$ cat config.mk
export PLATFORM = sky130hd
export DESIGN_NAME = des_run_ctrl
export DESIGN_NICKNAME = d
export VERILOG_FILES = /design/src/rtl/des_run_ctrl.sv
export SDC_FILE = /design/constraint.sdc
export NUM_CORES = 1
export LEC_CHECK = 0
export ABC_AREA = 0
export BUFFER_PORTS_ARGS = -buffer_cell sky130_fd_sc_hd__buf_2
export CORE_AREA = 2 2 162 164
export DETAILED_ROUTE_END_ITERATION = 8
export DIE_AREA = 0 0 164 166
export PLACE_DENSITY_LB_ADDON = 0.2
export SETUP_SLACK_MARGIN = 0.5
export SLEW_MARGIN = 20
export SYNTH_ARGS = -nofsm -noshare
export SYNTH_HDL_FRONTEND = slang
export SYNTH_SLANG_ARGS = --single-unit
$ cat constraint.sdc
create_clock -name clk -period 6.24 [get_ports clk]
set_input_delay 0.936 -clock clk [delete_from_list [all_inputs] [get_ports clk]]
set_output_delay 0.936 -clock clk [all_outputs]
set_load 0.02 [all_outputs]
$ cat src/rtl/des_run_ctrl.sv
`default_nettype none
// ============================================================================
// Module   : des_run_ctrl
// Brief    : Run controller and counter collector for an array of des_blocks.
//            Optional abort input enabled by DES_RUN_CTRL_ABORT_EN.
// Revision : 1.0 - initial release
// ============================================================================
module des_run_ctrl #(
    parameter int NUM_BLOCKS    = 4,
    parameter int COUNT_W       = 10,
    parameter int RUN_W         = 32,
    parameter int CLEAR_CYCLES  = 2,
    parameter int DRAIN_TIMEOUT = 64
) (
    input  logic                          clk,
    input  logic                          rst,
    input  logic                          cmd_valid,
    output logic                          cmd_ready,
    input  logic [63:0]                   cmd_seed,
    input  logic [RUN_W-1:0]              cmd_run_len,
    output logic                          blk_rst_n,
    output logic                          blk_start,
    output logic [64*NUM_BLOCKS-1:0]      blk_seed,
    input  logic [COUNT_W*NUM_BLOCKS-1:0] blk_counter,
    input  logic [NUM_BLOCKS-1:0]         blk_valid,
    output logic                          res_valid,
    input  logic                          res_ready,
    output logic [COUNT_W+3:0]            res_total,
    output logic                          res_error
`ifdef DES_RUN_CTRL_ABORT_EN
    ,
    input  logic                          abort
`endif
);

    localparam logic [2:0] S_IDLE   = 3'd0;
    localparam logic [2:0] S_CLEAR  = 3'd1;
    localparam logic [2:0] S_RUN    = 3'd2;
    localparam logic [2:0] S_DRAIN  = 3'd3;
    localparam logic [2:0] S_ACCUM  = 3'd4;
    localparam logic [2:0] S_RESULT = 3'd5;

    localparam logic [RUN_W-1:0] C_CLR_LAST   = RUN_W'(CLEAR_CYCLES - 1);
    localparam logic [RUN_W-1:0] C_DRAIN_LAST = RUN_W'(DRAIN_TIMEOUT - 1);
    localparam logic [3:0]       C_LAST_BLK   = 4'(NUM_BLOCKS - 1);

    logic [2:0]         r_state;
    logic [RUN_W-1:0]   r_cnt;
    logic [RUN_W-1:0]   r_run_len;
    logic [59:0]        r_seed;
    logic [3:0]         r_blk;
    logic [COUNT_W+3:0] r_acc;
    logic               r_err;
    logic [COUNT_W-1:0] w_cnt_sel;
    logic               w_unused_seed;

    // Low seed nibble is replaced by the block index, so it is never stored.
    assign w_unused_seed = ^cmd_seed[3:0];
    assign w_cnt_sel     = blk_counter[int'(r_blk)*COUNT_W +: COUNT_W];

    always_ff @(posedge clk) begin
        if (rst) begin
            r_state   <= S_IDLE;
            r_cnt     <= '0;
            r_run_len <= '0;
            r_seed    <= '0;
            r_blk     <= '0;
            r_acc     <= '0;
            r_err     <= 1'b0;
        end else begin
            case (r_state)
                S_IDLE: begin
                    if (cmd_valid) begin
                        r_seed    <= cmd_seed[63:4];
                        r_run_len <= cmd_run_len;
                        r_acc     <= '0;
                        r_err     <= 1'b0;
                        r_blk     <= '0;
                        r_cnt     <= C_CLR_LAST;
                        r_state   <= (cmd_run_len == '0) ? S_RESULT : S_CLEAR;
                    end
                end
                S_CLEAR: begin
                    if (r_cnt == '0) begin
                        r_cnt   <= r_run_len - RUN_W'(1);
                        r_state <= S_RUN;
                    end else begin
                        r_cnt <= r_cnt - RUN_W'(1);
                    end
                end
                S_RUN: begin
                    if (r_cnt == '0) begin
                        r_state <= S_DRAIN;
                    end else begin
                        r_cnt <= r_cnt - RUN_W'(1);
                    end
                end
                S_DRAIN: begin
                    // All-valid takes priority over a simultaneous timeout.
                    if (&blk_valid) begin
                        r_state <= S_ACCUM;
                    end else if (r_cnt == C_DRAIN_LAST) begin
                        r_err   <= 1'b1;
                        r_state <= S_ACCUM;
                    end else begin
                        r_cnt <= r_cnt + RUN_W'(1);
                    end
                end
                S_ACCUM: begin
                    r_acc <= r_acc + {4'b0000, w_cnt_sel};
                    if (r_blk == C_LAST_BLK) begin
                        r_state <= S_RESULT;
                    end else begin
                        r_blk <= r_blk + 4'd1;
                    end
                end
                S_RESULT: begin
                    if (res_ready) begin
                        r_state <= S_IDLE;
                    end
                end
                default: r_state <= S_IDLE;
            endcase
`ifdef DES_RUN_CTRL_ABORT_EN
            if (abort && (r_state == S_RUN || r_state == S_DRAIN)) begin
                r_state <= S_RESULT;
                r_acc   <= '0;
                r_err   <= 1'b1;
            end
`endif
            // Leaving DRAIN counter zeroed for the timeout count.
            if (r_state == S_RUN && r_cnt == '0) begin
                r_cnt <= '0;
            end
        end
    end

    generate
        for (genvar i = 0; i < NUM_BLOCKS; i++) begin : g_seed
            assign blk_seed[64*i +: 64] = {r_seed, 4'(i)};
        end
    endgenerate

    assign cmd_ready = (r_state == S_IDLE) && !rst;
    assign blk_rst_n = !rst && (r_state != S_CLEAR);
    assign blk_start = (r_state == S_RUN);
    assign res_valid = (r_state == S_RESULT);
    assign res_total = r_acc;
    assign res_error = r_err;

endmodule
`default_nettype wire

==> results of run 1 <==
## layout by cell type (no fill, tap or decap), drive strengths merged, types with 5 or more instances in the layout
master  instances
buf           407
nand2         239
dfxtp         146
a21oi         124
nor2           67
nor3           46
o21ai          46
xnor2          33
xor2           28
nand3          27
nor4           27
inv            26
clkbuf         18
conb           16
nand4          15
o22ai          14
ha             14
and2           13
a31oi          13
or4            13
mux4            9
o31ai           9
a22o            9
and4            7
o221ai          7
a221o           7
or3             7
nor4b           6
nor3b           6
and3            6
nand2b          5
a22oi           5
a21o            5
o211ai          5
or2             5
a211oi          5
## layout make-up
| cell class | instances | area [um^2] | share of cell area |
|---|---|---|---|
| Sequential cell | 146 | 2920 | 0.258 |
| Tap cell | 335 | 419 | 0.0370 |
| Clock buffer | 18 | 439 | 0.0387 |
| Antenna cell | 1 | 2.50 | 0.000221 |
| Clock inverter | 13 | 173 | 0.0152 |
| Multi-Input combinational cell | 888 | 5220 | 0.461 |
| Inverter | 20 | 75.1 | 0.00662 |
| Timing Repair Buffer | 407 | 2080 | 0.184 |
## power by group through the flow
| stage | Combinational, mW | Sequential (mW) | Clock, mW |
|---|---|---|---|
| floorplan | 2.59 | 1.34 | 0 |
| global placement | 3.21 | 1.38 | 0 |
| detailed placement | 3.22 | 1.39 | 0 |
| CTS | 3.24 | 1.37 | 1.13 |
| global route | 3.57 | 1.42 | 1.17 |
| finish | 3.29 | 1.38 | 1.11 |
## cells by family (layout without fill, tap and decap cells)
family	count (synthesis)	after routing	synth area share
AND/OR/NAND/NOR	500	500	0.242
buffers and inverters	301	458	0.189
other	2	17	0.000754
XOR/XNOR	61	61	0.0536
flip-flops	146	146	0.293
AO/OA/AOI/OAI	280	280	0.174
multiplexers	16	16	0.0278
adder cells (fa/ha/maj)	15	15	0.0196
## final timing paths
| kind | slack, ns | from | endpoint |
|---|---|---|---|
| hold reg to reg | 0.48 | r_run_len[31] | r_run_len[31] |
| hold / removal | 0.48 | r_run_len[31] | r_run_len[31] |
| setup reg to reg | 2.74 | r_blk[0] | res_total[10] |
| setup / recovery | 2.74 | r_blk[0] | res_total[10] |
## state kept, by name, summed over array words and instances, names as in the netlist
register	count
r_blk	4
res_total	14
r_run_len	32
res_error	1
r_cnt	32
r_seed	60
r_state	3
## worst reg2reg max path, cell delays in order, from the launching register on
cell and delay [ns]:
dfxtp_1 0.84, mux4_2 0.36, and2_1 0.13, ha_1 0.19, inv_1 0.06, fa_1 0.40
nor2b_1 0.11, o21ai_0 0.09, a21boi_0 0.31, o211ai_1 0.14, a211oi_1 0.29, o21ai_0 0.15
mux2_2 0.32
## routing by layer
metal / vias to the layer above / share of wire / GRT usage
met5: - / 0.0037 / 0
met3: 67 / 0.11 / 0.0844
met4: 20 / 0.014 / 0.0625
met2: 474 / 0.43 / 0.359
met1: 4525 / 0.45 / 0.335
li1: 4718 / - / -
==> results.ini, run 1 <==
[routing]
ant_nets = 0
first_iter_violations = 681
wl_um = 33800
dr.pass1.iters = 6
drc = 0
wl_per_cell_um = 18.5
routed_via_density = 5.36
vias = 9804

[cells_and_area]
stdcell_count = 1828
area_growth_pct = 13.8
fin_area_um2 = 11300
utilization = 0.443
fin_nets = 1639
post_route_cells_drive_above_1_share = 0.316
fillers = 2649

[floorplan]
io_pins = 419
dieArea_um2 = 27200
core_area_um2 = 25600
placementRows = 59
initial_core_util = 0.389
die_w_um = 164
die_y_um = 166

[yosys]
yosysSeqAreaShare = 0.293
yosysTopAreaCell = dfxtp_1
ys_warn_count = 0
mappedNetlistArea_um2 = 9960
ys.flop_type = dfxtp_1
synth_cell_types = 68
ys_seq_elements = 146
yosysTopAreaCellShare = 0.293
synthTopCellsByArea = dfxtp_1, buf_4, nand2_1
synth_edf_count = 0
synth_common_cells = nand2_1, buf_4, dfxtp_1, a21oi_1, clkbuf_1
syn_inst = 1321
syn_area_per_cell_um2 = 7.54
synth_most_common_cell = nand2_1
async_flop_share = 0

[placement]
dp_hpwl_um = 25200
place_area_um2 = 10700
dp.cells = 1795
dp_slack_ns = 2.69
port-buffer-count = 398
place.gp.congestion = 0.933

[grt]
grt_max_degree = 100
grt_pass1_wl_um = 51200
antenna_found_initial = 13
grt_util_all_layers = 0.242
grt_pass1_vias = 8816
grt_overflow = 0

[clock_network]
h-tree-depth = 4
cts-buffers-inserted = 17
clockBufferDepth = 2
postCtsSetupRepairBufs = 0
cts_tree = built
clk_pin_slew_ns = 0.07
clock-sinks = 146
cts.hold.buffers_added = 0
insertion_delay_ns = 0.43
cts_root_buf = clkbuf_16
cts_resized = 0

[timing]
max_freq_mhz = 286
worst-slew-pin-transition_ns = 1.19
worst_slack_ns = 2.74
hold_violations = 0
slew_viol_final = 0
whs_ns = 0.476
setup_viol = 0
min_period_ns = 3.50
rsz0062_at_grt = false
fin_skew_ns = 0.0172
fin_tns_setup_ns = 0
timing.final.crit_share = 0.561
relSlewSlack = 0.204

[critical_path]
rr_worst_depth = 12
slowest_delay_ns = 0.84
criticalPathCategory = reg -> reg
crit_buf_inv = 1
critPathSlowestCell = dfxtp_1
path_common_cell = o21ai_0
cp.required_ns = 6.56
critPathTopFamily = compound AO/OA/AOI/OAI gates
critical_path.cell_chain = mux4_2 > and2_1 > ha_1 > inv_1 > fa_1 > nor2b_1 > o21ai_0 > a21boi_0 > o211ai_1 > a211oi_1 > o21ai_0 > mux2_2
cp-start-kind = register
end_kind = register
cp_max_fo = 14
crit_cells = 12
cp.arrival_ns = 3.82

[flow_run]
max_cap_violations = 0

[power_and_ir_drop]
netSwitchingPower_mw = 2.89
finalPower_mw = 5.77
combinationalPowerShare = 0.570
leakagePower_nw = 5.21
seqPwrFrac = 0.239
p_int_mw = 2.88
p_clk_frac = 0.192
p_per_area_nw_per_um2 = 509
peakVddDrop_uv = 260
power.share.switching = 0.500

[worst_hold_path]
min_path_type = reg -> reg
whs_path_depth = 2

[run_status]
status = completed

(Power assumes the default switching activity.)
==> run 2: changes to the inputs <==
--- a/config.mk
+++ b/config.mk
@@ -7,9 +7,9 @@
 export LEC_CHECK = 0
 export ABC_AREA = 0
 export BUFFER_PORTS_ARGS = -buffer_cell sky130_fd_sc_hd__buf_2
-export CORE_AREA = 2 2 162 164
+export CORE_AREA = 2 2 163 165
 export DETAILED_ROUTE_END_ITERATION = 8
-export DIE_AREA = 0 0 164 166
+export DIE_AREA = 0 0 165 167
 export PLACE_DENSITY_LB_ADDON = 0.2
 export SETUP_SLACK_MARGIN = 0.5
 export SLEW_MARGIN = 20
==> constraint.sdc (replaced) <==
create_clock -name clk -period 3.05 [get_ports clk]
set_input_delay 0.4575 -clock clk [delete_from_list [all_inputs] [get_ports clk]]
set_output_delay 0.4575 -clock clk [all_outputs]
set_load 0.02 [all_outputs]
==> run 2 against run 1 <==
Against the previous run:
- fmax is 29% higher
- wire length is 6.9% higher
- clock-buffer cell count is 1 higher
- via count is 5.9% higher
- core utilization is 5.5 points higher
- critical path type unchanged
- largest power group unchanged
- highest routed layer unchanged
==> results.ini, run 2 (same netlist as run 1, synthesis figures left out) <==
[critical_path]
critPathSlowestCell = or4_4
criticalPathCategory = reg -> reg
path_common_cell = or4_4
end_kind = register
cp-start-kind = register
cp.required_ns = 3.41  ; -3.15 ns
crit_buf_inv = 1  ; unchanged
cp_max_fo = 4  ; -10
slowest_delay_ns = 0.60  ; -0.24 ns
critPathTopFamily = simple AND/OR/NAND/NOR gates
cp.arrival_ns = 3.08  ; -0.74 ns
critical_path.cell_chain = or4_4 > or4_4 > nor4_4 > a211oi_2 > clkbuf_16 > a221o_1 > a211o_1 > a21oi_2

[timing]
rsz0062_at_grt = true
worst-slew-pin-transition_ns = 0.900  ; -0.290 ns
slew_viol_final = 0  ; unchanged
timing.final.crit_share = 0.892  ; +0.331
max_freq_mhz = 368  ; +29%
fin_skew_ns = 0.0125  ; -0.00468 ns
fin_tns_setup_ns = 0  ; unchanged
whs_ns = 0.257  ; -0.219 ns
relSlewSlack = 0.400  ; +0.196
setup_viol = 0  ; unchanged
hold_violations = 0  ; unchanged
min_period_ns = 2.72  ; -0.779 ns

[grt]
grt_overflow = 0  ; unchanged
grt_pass1_vias = 9188  ; +4.2%
grt_pass1_wl_um = 52800  ; +3.1%
antenna_found_initial = 15  ; +2
grt_util_all_layers = 0.248  ; +0.00549
grt_max_degree = 81  ; -19%

[cells_and_area]
post_route_cells_drive_above_1_share = 0.414  ; +0.0980
top_register = r_seed
area_growth_pct = 28.6
final_cell_mix = buf_2, nand2_1, dfxtp_1, a21oi_1, buf_4
reg.largest.list = r_seed x60, r_cnt x32, r_run_len x32
layout.cells.most_common = buf_2
fin_nets = 1746  ; +6.5%
largest_reg_flops = 60  ; unchanged

[power_and_ir_drop]
leakagePower_nw = 5.88  ; +13%
p_per_area_nw_per_um2 = 1060  ; +110%
peakVddDrop_uv = 663  ; +150%

[floorplan]
dieArea_um2 = 27600  ; +1.2%
die_w_um = 165  ; +0.61%
io_pins = 419  ; unchanged
core_area_um2 = 25800  ; +0.58%
initial_core_util = 0.387  ; -0.00223
die_y_um = 167  ; +0.60%
placementRows = 59  ; unchanged

[placement]
dp_hpwl_um = 26900  ; +7.0%
place.gp.congestion = 0.935  ; +0.28%
port-buffer-count = 398  ; unchanged

[worst_hold_path]
min_path_type = in -> reg

[routing]
wl_per_cell_um = 18.6  ; +0.78%
vias = 10400  ; +5.9%
drc = 0  ; unchanged
dr.pass1.iters = 5  ; -1
ant_nets = 0  ; unchanged
routed_via_density = 5.36  ; -0.15%
first_iter_violations = 800  ; +17%
wl_um = 36100  ; +6.9%

[clock_network]
clk_pin_slew_ns = 0.07  ; about the same
cts-buffers-inserted = 17  ; unchanged
cts.hold.buffers_added = 0  ; unchanged
cts_tree = built
clockBufferDepth = 2  ; unchanged
clock-sinks = 146  ; unchanged
cts_root_buf = clkbuf_16
insertion_delay_ns = 0.43  ; about the same
h-tree-depth = 4  ; unchanged

[flow_run]
max_cap_violations = 0  ; unchanged

[run_status]
status = completed

## run 2: cell count changes in the layout (fill, tap and decap cells not counted), moves of 6 or more
cell and delta:
o21ai_2 +9, a21oi_1 -8, and2_4 +6, o21ai_1 +7
o21ai_0 -17, dfxtp_1 -9, ha_4 +6, ha_1 -8
buf_4 +87, buf_6 +12, a21oi_2 +8, and2_1 -6
dfxtp_2 +6
## run 2: what timing repair did
item / in CTS / in global routing
gates resized for setup: 44 / 86
endpoints found under the setup margin: 28 / 39
pin swaps: 20 / 44
setup buffers: 13 / 21
cloned: 1 / 1
## run 2: worst paths after layout
kind / start / end / slack, ns / cells past startpoint
hold reg to reg: r_run_len[12] / r_run_len[12] / 0.49 / 2
setup / recovery: r_cnt[19] / r_state[0] / 0.33 / 8
hold / removal: cmd_seed[32] / r_seed[28] / 0.26 / 3
setup reg to reg: r_cnt[19] / r_state[0] / 0.33 / 8
## run 2: final cells by class
type                            instances  area (um^2)
Antenna cell                            4         10.0
Clock buffer                           19          433
Clock inverter                         13          175
Fill cell                            2573        13000
Inverter                               20         75.1
Multi-Input combinational cell        888         5740
Sequential cell                       146         2940
Tap cell                              335          419
Timing Repair Buffer                  514         3020
## run 2: power breakdown
part / switching, mW / total (mW) / internal (mW)
Clock: 0.930 / 2.24 / 1.31
Combinational: 5.12 / 8.65 / 3.54
Sequential: 0.498 / 2.75 / 2.25
Total: 6.55 / 13.6 / 7.09
## run 2: through the flow
step | setup WS (ns) | total power, mW | cell area, um^2 | cells | utilization
3_5_place_dp | 0.150 | 10.3 | 11300 | 1867 | 0.439
4_1_cts | 0.304 | 12.9 | 12300 | 1913 | 0.476
2_1_floorplan | 0.353 | 8.11 | 10100 | 1335 | -
5_1_grt | 0.245 | 14.5 | 12800 | 1935 | 0.497
3_3_place_gp | 0.166 | 10.3 | 11300 | 1867 | 0.439
6_report | 0.329 | 13.6 | 12800 | 1939 | 0.497
## run 2: metal layers
layer | wire length [um] | up-vias | GRT usage
met5 | 108 | - | 0
met4 | 620 | 16 | 0.0575
met3 | 3970 | 52 | 0.0867
met2 | 15800 | 500 | 0.374
met1 | 15600 | 4874 | 0.338
li1 | - | 4942 | -
## run 2: worst min-delay path, cell delays in order
cell	delay, ns
buf_2	0.09
nand2_1	0.04
a21oi_1	0.05
==> run 3: changes to the inputs <==
--- a/config.mk
+++ b/config.mk
@@ -7,10 +7,12 @@
 export LEC_CHECK = 0
 export ABC_AREA = 0
 export BUFFER_PORTS_ARGS = -buffer_cell sky130_fd_sc_hd__buf_2
-export CORE_AREA = 2 2 163 165
+export CORE_AREA = 2 2 164 166
 export DETAILED_ROUTE_END_ITERATION = 8
-export DIE_AREA = 0 0 165 167
+export DIE_AREA = 0 0 166 168
+export HOLD_SLACK_MARGIN = 0.05
 export PLACE_DENSITY_LB_ADDON = 0.2
+export REMOVE_ABC_BUFFERS = 1
 export SETUP_SLACK_MARGIN = 0.5
 export SLEW_MARGIN = 20
 export SYNTH_ARGS = -nofsm -noshare
==> constraint.sdc (replaced) <==
create_clock -name clk -period 3.1 [get_ports clk]
set_input_delay 0.465 -clock clk [delete_from_list [all_inputs] [get_ports clk]]
set_output_delay 0.465 -clock clk [all_outputs]
set_load 0.02 [all_outputs]
==> run 3 against run 2 <==
Against the previous run:
- register-to-register slack hardly changed
- fmax shrank 1.6%
- sequential power grew 7%
- clock power down 8%
- global-route usage up 1.8 points
- sequential share of layout area grew 0.83 points
- cell count fell by 1.3%
- die area grew 1.2%
- first-iteration DRC count fell by 0.50%
- clock-buffer cell count fell by 1
- flip-flop and latch count unchanged
- critical endpoint is now res_total[9]
- highest routed layer is now met4
==> results.ini, run 3 (same netlist as run 1, synthesis figures left out) <==
[timing]
fin_skew_ns = 0.0120  ; -0.000561 ns
max_freq_mhz = 362  ; -1.6%
worst-slew-pin-transition_ns = 0.780  ; -0.120 ns
timing.final.crit_share = 0.892  ; about the same
whs_ns = 0.248  ; -0.00908 ns
worst_slack_ns = 0.335  ; +0.00606 ns
relSlewSlack = 0.480  ; +0.0793
setup_viol = 0  ; unchanged
hold_violations = 0  ; unchanged
rsz0062_at_grt = true
slew_viol_final = 0  ; unchanged
min_period_ns = 2.76  ; +0.0439 ns

[placement]
dp.cells = 1848  ; -1.0%
port-buffer-count = 398  ; unchanged
place.gp.congestion = 0.905  ; -3.3%
dp_hpwl_um = 29900  ; +11%
dp_slack_ns = 0.0106  ; -0.140 ns

[clock_network]
insertion_delay_ns = 0.44  ; about the same
cts_tree = built
clk_pin_slew_ns = 0.08  ; about the same
cts-buffers-inserted = 17  ; unchanged
clockBufferDepth = 2  ; unchanged
cts.hold.buffers_added = 0  ; unchanged
h-tree-depth = 4  ; unchanged
cts_root_buf = clkbuf_16
clock-sinks = 146  ; unchanged

[routing]
ant_nets = 0  ; unchanged
vias = 10400  ; +0.36%
wl_per_cell_um = 20.8  ; +12%
wl_um = 39800  ; +10%
drc = 0  ; unchanged
first_iter_violations = 796  ; -0.50%
dr.pass1.iters = 6  ; +1
routed_via_density = 5.44  ; +1.7%

[critical_path]
rrSetupSlack_ns = 0.34  ; about the same
slowest_delay_ns = 0.50  ; -0.10 ns
crit_cells = 12  ; +4
timing.rr.end = res_total[9]
crit_start = r_blk[0]
rr_worst_depth = 12  ; +4
cp-start-kind = register
cp_max_fo = 7  ; +3
critical_path.cell_chain = buf_6 > buf_12 > mux4_2 > and2_4 > ha_4 > o21a_1 > a21bo_4 > buf_4 > a31oi_4 > xnor2_1 > nand2_1 > a21oi_2
rr_startpoint = r_blk[0]
cp.required_ns = 3.47  ; +0.06 ns
cp.arrival_ns = 3.13  ; +0.05 ns
critPathTopFamily = compound AO/OA/AOI/OAI gates
endpoint = res_total[9]
criticalPathCategory = reg -> reg
end_kind = register
crit_buf_inv = 3  ; +2
critPathSlowestCell = mux4_2

[floorplan]
io_pins = 419  ; unchanged
dieArea_um2 = 27900  ; +1.2%
placementRows = 60  ; +1.7%
initial_core_util = 0.378  ; -0.00861
die_y_um = 168  ; +0.60%
core_area_um2 = 26400  ; +2.3%
die_w_um = 166  ; +0.61%

[cells_and_area]
layout.cells.most_common = buf_2
final_cell_mix = buf_2, nand2_1, dfxtp_1, a21oi_1, buf_4
reg.largest.list = r_seed x60, r_cnt x32, r_run_len x32
post_route_cells_drive_above_1_share = 0.401  ; -0.0134
area_growth_pct = 24.8
stdcell_count = 1914  ; -1.3%
top_register = r_seed
largest_reg_flops = 60  ; unchanged
fin_nets = 1712  ; -1.9%

[grt]
grt_util_all_layers = 0.266  ; +0.0179
grt_pass1_wl_um = 56800  ; +7.6%
grt_max_degree = 56  ; -31%
grt_pass1_vias = 9028  ; -1.7%
antenna_found_initial = 8  ; -7
grt_overflow = 0  ; unchanged

[flow_run]
max_cap_violations = 0  ; unchanged

[worst_hold_path]
min_path_type = in -> reg
min_from = cmd_seed[39]

[power_and_ir_drop]
p_per_area_nw_per_um2 = 1040  ; -2.0%
leakagePower_nw = 5.69  ; -3.1%
peakVddDrop_uv = 613  ; -7.5%

[run_status]
status = completed

## run 3: power breakdown
| group | total, mW | internal [mW] | leakage (nW) | switching, mW |
|---|---|---|---|---|
| logic | 8.00 | 3.17 | 4.22 | 4.83 |
| registers | 2.93 | 2.23 | 1.20 | 0.692 |
| clock network | 2.06 | 1.07 | 0.274 | 0.988 |
| total | 13.0 | 6.48 | 5.69 | 6.51 |
## run 3: worst min path at each step
stage	end	slack, ns	cells past startpoint
floorplan	r_run_len[31]	0.44	2
global placement	r_run_len[31]	0.46	2
detailed placement	r_run_len[31]	0.48	2
CTS	r_seed[3]	0.24	3
global route	r_seed[18]	0.24	3
finish	r_seed[35]	0.25	3
## run 3: area by class of cell
cell class	instances	area (um^2)
inverters	20	75.1
multi-input cells	888	5700
flip-flops and latches	146	2960
fillers	2649	13900
diodes	7	17.5
clock buffers	18	429
clock inverters	14	143
well taps	341	427
repair buffers	480	2690
## run 3: per-layer routing
metal | wire [um] | track usage | part of all wire
met1 | 17500 | 0.374 | 0.44
met3 | 2950 | 0.0487 | 0.074
met4 | 941 | 0.0813 | 0.024
met2 | 18400 | 0.413 | 0.46
met5 | 0 | 0 | 0
## run 3: worst reg2reg max path, delay by kind of cell (launching register included)
| family | cells | cell delay, ns |
|---|---|---|
| XOR/XNOR | 1 | 0.13 |
| AO/OA/AOI/OAI | 4 | 0.76 |
| AND/OR/NAND/NOR | 2 | 0.26 |
| adder cells (fa/ha/maj) | 1 | 0.23 |
| multiplexers | 1 | 0.51 |
| buffers and inverters | 3 | 0.40 |
| flip-flops | 1 | 0.39 |
## run 3: metrics by stage
step           utilization  power [mW]  area, um^2  TNS (ns)
2_1_floorplan            -        7.18        8200    -0.166
3_3_place_gp         0.422        9.91       11100         0
3_5_place_dp         0.422        9.92       11100         0
4_1_cts              0.453        12.2       11900         0
5_1_grt              0.472        13.7       12400         0
6_report             0.472        13.0       12400         0
## run 3: timing repair
| item | 4_1_cts | 5_1_grt |
|---|---|---|
| setup endpoints to repair | 36 | 37 |
| gates cloned | 1 | 1 |
| pin swaps | 21 | 43 |
| setup buffers | 6 | 19 |
| resized for setup | 50 | 84 |
